==> src/rtl/cam_match_encoder.sv <==
// Turns a captured CAM match vector into a valid/ready stream of entry indices,
// lowest index first, or into a single miss result when nothing matched.
//
// state  | meaning
// IDLE   | waiting for a search result; search_ready_o high
// EMIT   | reporting captured matches one per handshake
module cam_match_encoder #(
  parameter int ADDR_WIDTH = 5,
  parameter int DEPTH      = 1 << ADDR_WIDTH
) (
  input  logic                  clk_i,
  input  logic                  reset_i,
  input  logic                  search_valid_i,
  output logic                  search_ready_o,
  input  logic [DEPTH-1:0]      match_lines_i,
  output logic                  result_valid_o,
  input  logic                  result_ready_i,
  output logic                  result_hit_o,
  output logic [ADDR_WIDTH-1:0] result_index_o,
  output logic                  result_last_o,
  output logic                  multi_match_o
);

  localparam logic [0:0] S_IDLE = 1'b0;
  localparam logic [0:0] S_EMIT = 1'b1;

  localparam logic [DEPTH-1:0] ONE = DEPTH'(1);

  logic [0:0]            state_q, state_d;
  logic [DEPTH-1:0]      pending_q, pending_d;
  logic                  multi_q, multi_d;
  logic                  valid_q, valid_d;
  logic                  hit_q, hit_d;
  logic [ADDR_WIDTH-1:0] index_q, index_d;
  logic                  last_q, last_d;

  function automatic logic [ADDR_WIDTH-1:0] lowest_set(input logic [DEPTH-1:0] v);
    logic [ADDR_WIDTH-1:0] idx;
    idx = '0;
    for (int i = DEPTH - 1; i >= 0; i--) begin
      if (v[i]) idx = ADDR_WIDTH'(i);
    end
    return idx;
  endfunction

  always_comb begin
    state_d   = state_q;
    pending_d = pending_q;
    multi_d   = multi_q;
    case (state_q)
      S_IDLE: begin
        if (search_valid_i) begin
          pending_d = match_lines_i;
          multi_d   = |(match_lines_i & (match_lines_i - ONE));
          state_d   = S_EMIT;
        end
      end
      default: begin
        if (valid_q && result_ready_i) begin
          if (last_q) begin
            state_d   = S_IDLE;
            pending_d = '0;
            multi_d   = 1'b0;
          end else begin
            // drop the lowest set bit, which is the one just reported
            pending_d = pending_q & (pending_q - ONE);
          end
        end
      end
    endcase
  end

  // result fields are precomputed from the next pending value so they leave flops
  always_comb begin
    valid_d = (state_d == S_EMIT);
    hit_d   = valid_d && (|pending_d);
    index_d = hit_d ? lowest_set(pending_d) : '0;
    last_d  = valid_d && ~(|(pending_d & (pending_d - ONE)));
  end

  always_ff @(posedge clk_i or posedge reset_i) begin
    if (reset_i) begin
      state_q   <= S_IDLE;
      pending_q <= '0;
      multi_q   <= 1'b0;
      valid_q   <= 1'b0;
      hit_q     <= 1'b0;
      index_q   <= '0;
      last_q    <= 1'b0;
    end else begin
      state_q   <= state_d;
      pending_q <= pending_d;
      multi_q   <= multi_d;
      valid_q   <= valid_d;
      hit_q     <= hit_d;
      index_q   <= index_d;
      last_q    <= last_d;
    end
  end

  assign search_ready_o = (state_q == S_IDLE);
  assign result_valid_o = valid_q;
  assign result_hit_o   = hit_q;
  assign result_index_o = index_q;
  assign result_last_o  = last_q;
  assign multi_match_o  = multi_q;

endmodule

==> config.mk <==
export PLATFORM = sky130hd
export DESIGN_NAME = cam_match_encoder
export DESIGN_NICKNAME = d
export VERILOG_FILES = /design/src/rtl/cam_match_encoder.sv
export SDC_FILE = /design/constraint.sdc
export NUM_CORES = 1
export LEC_CHECK = 0
export BUFFER_PORTS_ARGS = -buffer_cell sky130_fd_sc_hd__buf_2
export CAP_MARGIN = 20
export CORE_MARGIN = 2
export CORE_UTILIZATION = 35
export DETAILED_ROUTE_END_ITERATION = 10
export PLACE_DENSITY = 0.52
export SYNTH_ARGS = -nofsm -noshare
export SYNTH_HDL_FRONTEND = slang
export SYNTH_SLANG_ARGS = --single-unit
==> constraint.sdc <==
create_clock -name clk_i -period 4.6 [get_ports clk_i]
set_input_delay 0.69 -clock clk_i [delete_from_list [all_inputs] [get_ports clk_i]]
set_output_delay 0.69 -clock clk_i [all_outputs]
set_load 0.1 [all_outputs]
# --- Word level (Yosys, flattened, before mapping) ---
# Index checks and enable logic that the tools add are counted.
op_classes:
  mux: 45
  bitwise_logic: 5
  addsub: 3
  n_eq_ne: 2
  n_reduce_logical: 8
op_table:
  columns: ["operator", "n"]
  rows:
  - ["two-way mux 5 bit", 33]
  - ["two-way mux 32 bit", 4]
  - ["bitwise AND 32 bit", 3]
  - ["OR reduction 32 bit", 3]
  - ["subtractor 32 x 1 -> 32 bit (second input constant)", 3]
  - ["two-way mux 1 bit", 8]
  - ["inequality test 2 x 1 -> 1 bit (second input constant)", 2]
  - ["logical AND 1 bit", 3]
  - ["AND reduction 3 bit", 1]
  - ["inverter 1 bit", 2]
  - ["nonzero test 2 bit", 1]
totals:
  output_inout_bits: 10
  register_bits: 41
  elab_cells: 69
  input_bits: 36

# --- Logic depth before layout (Yosys ltp) ---
logic_depth:
  depth_word: 38
  mapped_depth: 12
  ltp_nobuf: 10

# --- Worst setup path before layout ---
# Ideal clock, no wire load.
synth_path:
  path_kind: "reg-to-reg"
  startpoint: "register valid_q, in the netlist result_valid_o"
  endpoint: "register last_q, in the netlist result_last_o"
  synth_period_minus_slack_ns: 3.685
  path_slack_ns: 0.915
  setup_ns: 0.096
  path_stages_with_launch: 13
  arrival_ns: 3.590
  cell_sequence: "dfrtp_1 clkbuf_8 mux2i_1 nor4_2 a31o_2 inv_2 or2_1 buf_2 or3_4 nor4_4 a21oi_1 o22a_2 nor4_2"
synth_between:
  elab_chain_cells: 8
synth_rtl:
  columns: ["item", "line_no", "rtl"]
  rows:
  - ["start: declaration", "32", "logic valid_q, valid_d;"]
  - ["start signal: assignment", "94", "valid_q <= valid_d;"]
  - ["logical AND 1 bit", "59", "if (valid_q && result_ready_i) begin"]
  - ["two-way mux 32 bit", "59", null]
  - ["two-way mux 32 bit (*)", "50", "case (state_q)"]
  - ["via pending_d[17]", "30", "logic [DEPTH-1:0] pending_q, pending_d;"]
  - ["subtractor 32 x 1 -> 32 bit", "78", "last_d = valid_d && ~(|(pending_d & (pending_d - ONE)));"]
  - ["bitwise AND 32 bit (*)", "78", null]
  - ["OR reduction 32 bit (*)", "78", null]
  - ["inverter 1 bit (*)", "78", null]
  - ["logical AND 1 bit (*)", "78", null]
  - ["via last_d", "35", "logic last_q, last_d;"]
  - ["end signal: assignment", "97", "last_q <= last_d;"]
  - ["end: declaration", "35", null]
# The timed path passes the listed nets; every way through them passes the cells marked *.
# A chain may end at the register's enable or synchronous reset.

# --- Worst setup path in the final report ---
layout_path:
  startpoint: "input search_valid_i"
  endpoint: "register last_q, in the netlist result_last_o"
layout_between:
  elab_chain_cells: 7
layout_rtl:
  columns: ["item", "line_no", "rtl"]
  rows:
  - ["start: declaration", "13", "input logic search_valid_i,"]
  - ["two-way mux 32 bit (*)", "52", "if (search_valid_i) begin"]
  - ["two-way mux 32 bit (*)", "50", null]
  - ["via pending_d[12]", "30", null]
  - ["subtractor 32 x 1 -> 32 bit", "78", null]
  - ["bitwise AND 32 bit (*)", "78", null]
  - ["OR reduction 32 bit (*)", "78", null]
  - ["inverter 1 bit (*)", "78", null]
  - ["logical AND 1 bit (*)", "78", null]
  - ["via last_d", "35", null]
# Marks and branches as above.

==> impl_metrics.csv <==
group,metric,value,unit
outcome,run_status,"complete, no violations",
logic_synthesis,yosys.cell_types.count,76,
critical_path,end_kind,"flip-flop",
critical_path,critical_path_type,"input pin to flip-flop",
timing,grt_setup_unrepaired,"no",
placement,area_after_dpl,0.00371,mm^2
logic_synthesis,synth_adder_area_share,1.83,%
logic_synthesis,proportion_of_synthesized_flip_flops_having_asynchronous_set_or_reset,100,%
floorplan,die_h,102,um
final_layout,fin_nets,484,
timing,slew_violations,0,
logic_synthesis,ys_seq_elements,41,
final_layout,instances_no_fill,578,
timing,finalClockSkew,0.00755,ns
critical_path,path_cells,"buf_2 -> mux2i_1 -> buf_4 -> or4_1 -> a31oi_1 -> inv_1 -> nor4_4 -> nand4_1 -> nor4_4 -> a21oi_1 -> o22a_2 -> nor4_2",
placement,placement.io_buffers,45,
floorplan,row_count,35,
timing,fin_crit_sh,82.1,%
logic_synthesis,synth_area_leader_cell,"dfrtp_1",
clock_network,cts_tree,"built",
critical_path,crit_path_max_cell_delay,0.55,ns
floorplan,design.core.area,0.00928,mm^2
global_route,grtUsageTotal,22.7,%
pwr,p_total,1.81,mW
clock_network,htreeDepth,2,
logic_synthesis,yosys.area_share.simple,30.6,%
logic_synthesis,ys_top_cells_by_area,"dfrtp_1 (31%), a21oi_1 (3.7%), nand2_1 (3.7%)",
critical_path,worst_path_required_time,4.81,ns
logic_synthesis,synth_area,0.00335,mm^2
pwr,power_density,476,mW/mm^2
logic_synthesis,largest_family_of_logic_cells_by_synthesized_area,"simple AND/OR/NAND/NOR gates",
global_route,grt_antenna_before_repair,0,
critical_path,worstSetupStartpointType,"input pin",
final_layout,antennaDiodeCount,0,
pwr,max-vdd-ir-drop,0.290,mV
logic_synthesis,yosys.area.top_type_share,30.6,%
global_route,first_global_vias,3170,
critical_path,cp_common_cell,"nor4_4",
clock_network,clock_tree.buffer_depth,2,
routing,drt.antenna.violating_nets,0,
placement,dp.cells,569,
floorplan,die_x,102,um
global_route,grt_max_degree,42,
critical_path,critPathArrivalTime,3.99,ns
logic_synthesis,synth_flop_cell,"dfrtp_1",
floorplan,floorplan.die_area,0.0104,mm^2
timing,final.setup.tns,0,ns
timing,slew_headroom,51.4,%
logic_synthesis,synth-compound-area-share,28.4,%
logic_synthesis,synth.area.mux_share,2.72,%
floorplan,design.portCount,46,
job,cap_viol_max_count,0,
clock_network,cts_post_setup_buffers_inserted,0,
routing,drc,0,
clock_network,cts_made_buffers,5,
routing,dr.first_iter.drc_count,227,
global_route,grt_first_pass_wirelength,17800,um
placement,dpl_worst_slack,0.412,ns
min_path,min_path_type,"input pin to asynchronous set/reset pin",
timing,max_slew.worst_pin.slew,0.722,ns
clock_network,clock_sinks,41,
logic_synthesis,synth.net_count,438,
routing,route.vias.total,3484,
final_layout,flow.area_growth_from_synthesis,13.6,%
clock_network,clk-insertion-delay-late,0.30,ns
floorplan,floorplan.initialDensity,36.1,%
final_layout,post_route_cells_drive_above_1_share,23.2,%
timing,final-hold-violation-count,0,
clock_network,path_clk_slew,0.09,ns
clock_network,cts_root_buffer,"clkbuf_8",
routing,drt-vias-per-instance,6.03,
critical_path,worstPathMaxFanout,16,
timing,minimum_clock_period_after_layout,3.78,ns
critical_path,worst_path_max_delay_cell,"or4_1",
logic_synthesis,synth_xor_xnor_area_share,0,%
logic_synthesis,most_numerous_cell_in_the_yosys_netlist,"dfrtp_1",
timing,timing.final.ws_setup,0.823,ns
pwr,power_leakage,1.70,nW
placement,hpwl,9040,um
placement,globalplace.congestion,1.02,
logic_synthesis,postSynthCellCount,402,
routing,wl_per_cell,19.9,um
clock_network,postCtsHoldBufs,0,
timing,timing.fmax,0.265,GHz
timing,final-setup-viol-count,0,
routing,totalWireLength,11500,um
logic_synthesis,synth_warnings,0,
logic_synthesis,yosysSeqAreaShare,30.6,%
clock_network,post_cts.resized_instances,0,
global_route,overflow,0,
logic_synthesis,synth.top_cells.by_count,"dfrtp_1 (41), nand2_1 (33), nor2_1 (28)",
final_layout,final_design_area_no_fill,0.00381,mm^2
routing,firstDrtPassIters,4,
logic_synthesis,synth-edff-count,0,
logic_synthesis,average_size_of_a_mapped_cell,8.34,um^2
==> layout by cell type (no fill, tap or decap), drive strengths merged, types with 6 or more instances in the layout <==
cell type	instances
o2111ai	6
or2	11
dfrtp	41
nand4	7
buf	58
inv	21
a21oi	25
nand3	8
clkbuf	6
o21ai	23
nor2	28
or3	11
nor3	18
nand2	33
nor4	18
a31oi	10
maj3	6
mux2i	8
a211oi	9
a32o	6
or4	12
and2	6
==> per-stage QoR <==
stage                     util [%]  hold WS (ns)
final                         41.0         0.512
after floorplan                  -         0.564
after detailed placement      40.0         0.588
after global routing          41.0         0.569
after global placement        40.0         0.585
after CTS                     40.9         0.527
==> cell type report <==
class / instances / area [um^2]
inverters: 21 / 78.8
fillers: 977 / 5480
repair buffers: 58 / 323
well taps: 129 / 161
clock buffers: 6 / 72.6
clock inverters: 2 / 15.0
multi-input cells: 321 / 2130
flip-flops and latches: 41 / 1030
==> state kept, by name (all words and copies together), names as in the netlist <==
name,cells
multi_match_o,1
pending_q,32
result_hit_o,1
result_index_o,5
result_last_o,1
result_valid_o,1
==> worst max-delay path, delay by kind of cell <==
kind | cells | cell delay (ns)
compound gates | 3 | 0.64
buf+inv | 3 | 0.72
mux | 1 | 0.16
simple gates | 5 | 1.77
==> worst paths after layout <==
path | from | slack (ns) | endpoint | cells after the start
setup / recovery | search_valid_i | 0.82 | result_last_o | 12
hold / removal | reset_i | 0.51 | result_index_o[1] | 3
setup reg to reg | pending_q[0] | 0.89 | result_last_o | 10
hold reg to reg | multi_match_o | 0.59 | multi_match_o | 2
max in group asynchronous | reset_i | 3.70 | multi_match_o | 3
min in group clk_i | multi_match_o | 0.59 | multi_match_o | 2
==> logic make-up after synthesis <==
| logic type | after synthesis |
|---|---|
| simple gates | 172 |
| compound gates | 134 |
| flops | 41 |
| buf+inv | 40 |
| mux | 9 |
| fa+ha+maj | 6 |
==> power breakdown <==
part	leakage (nW)	internal, mW	switching (mW)
sequential	0.522	0.429	0.0543
clock	0.0374	0.107	0.144
combinational	1.14	0.404	0.677
==> metal layers <==
| layer | vias to the layer above | global-route usage, % | share of wire [%] |
|---|---|---|---|
| met5 | - | 0 | 0 |
| met2 | 148 | 35.4 | 46 |
| met1 | 1654 | 33.4 | 46 |
| met3 | 14 | 3.15 | 7.0 |
| li1 | 1668 | - | - |
| met4 | 0 | 5.44 | 1.4 |
No activity file was read; power rests on OpenSTA's default activity.
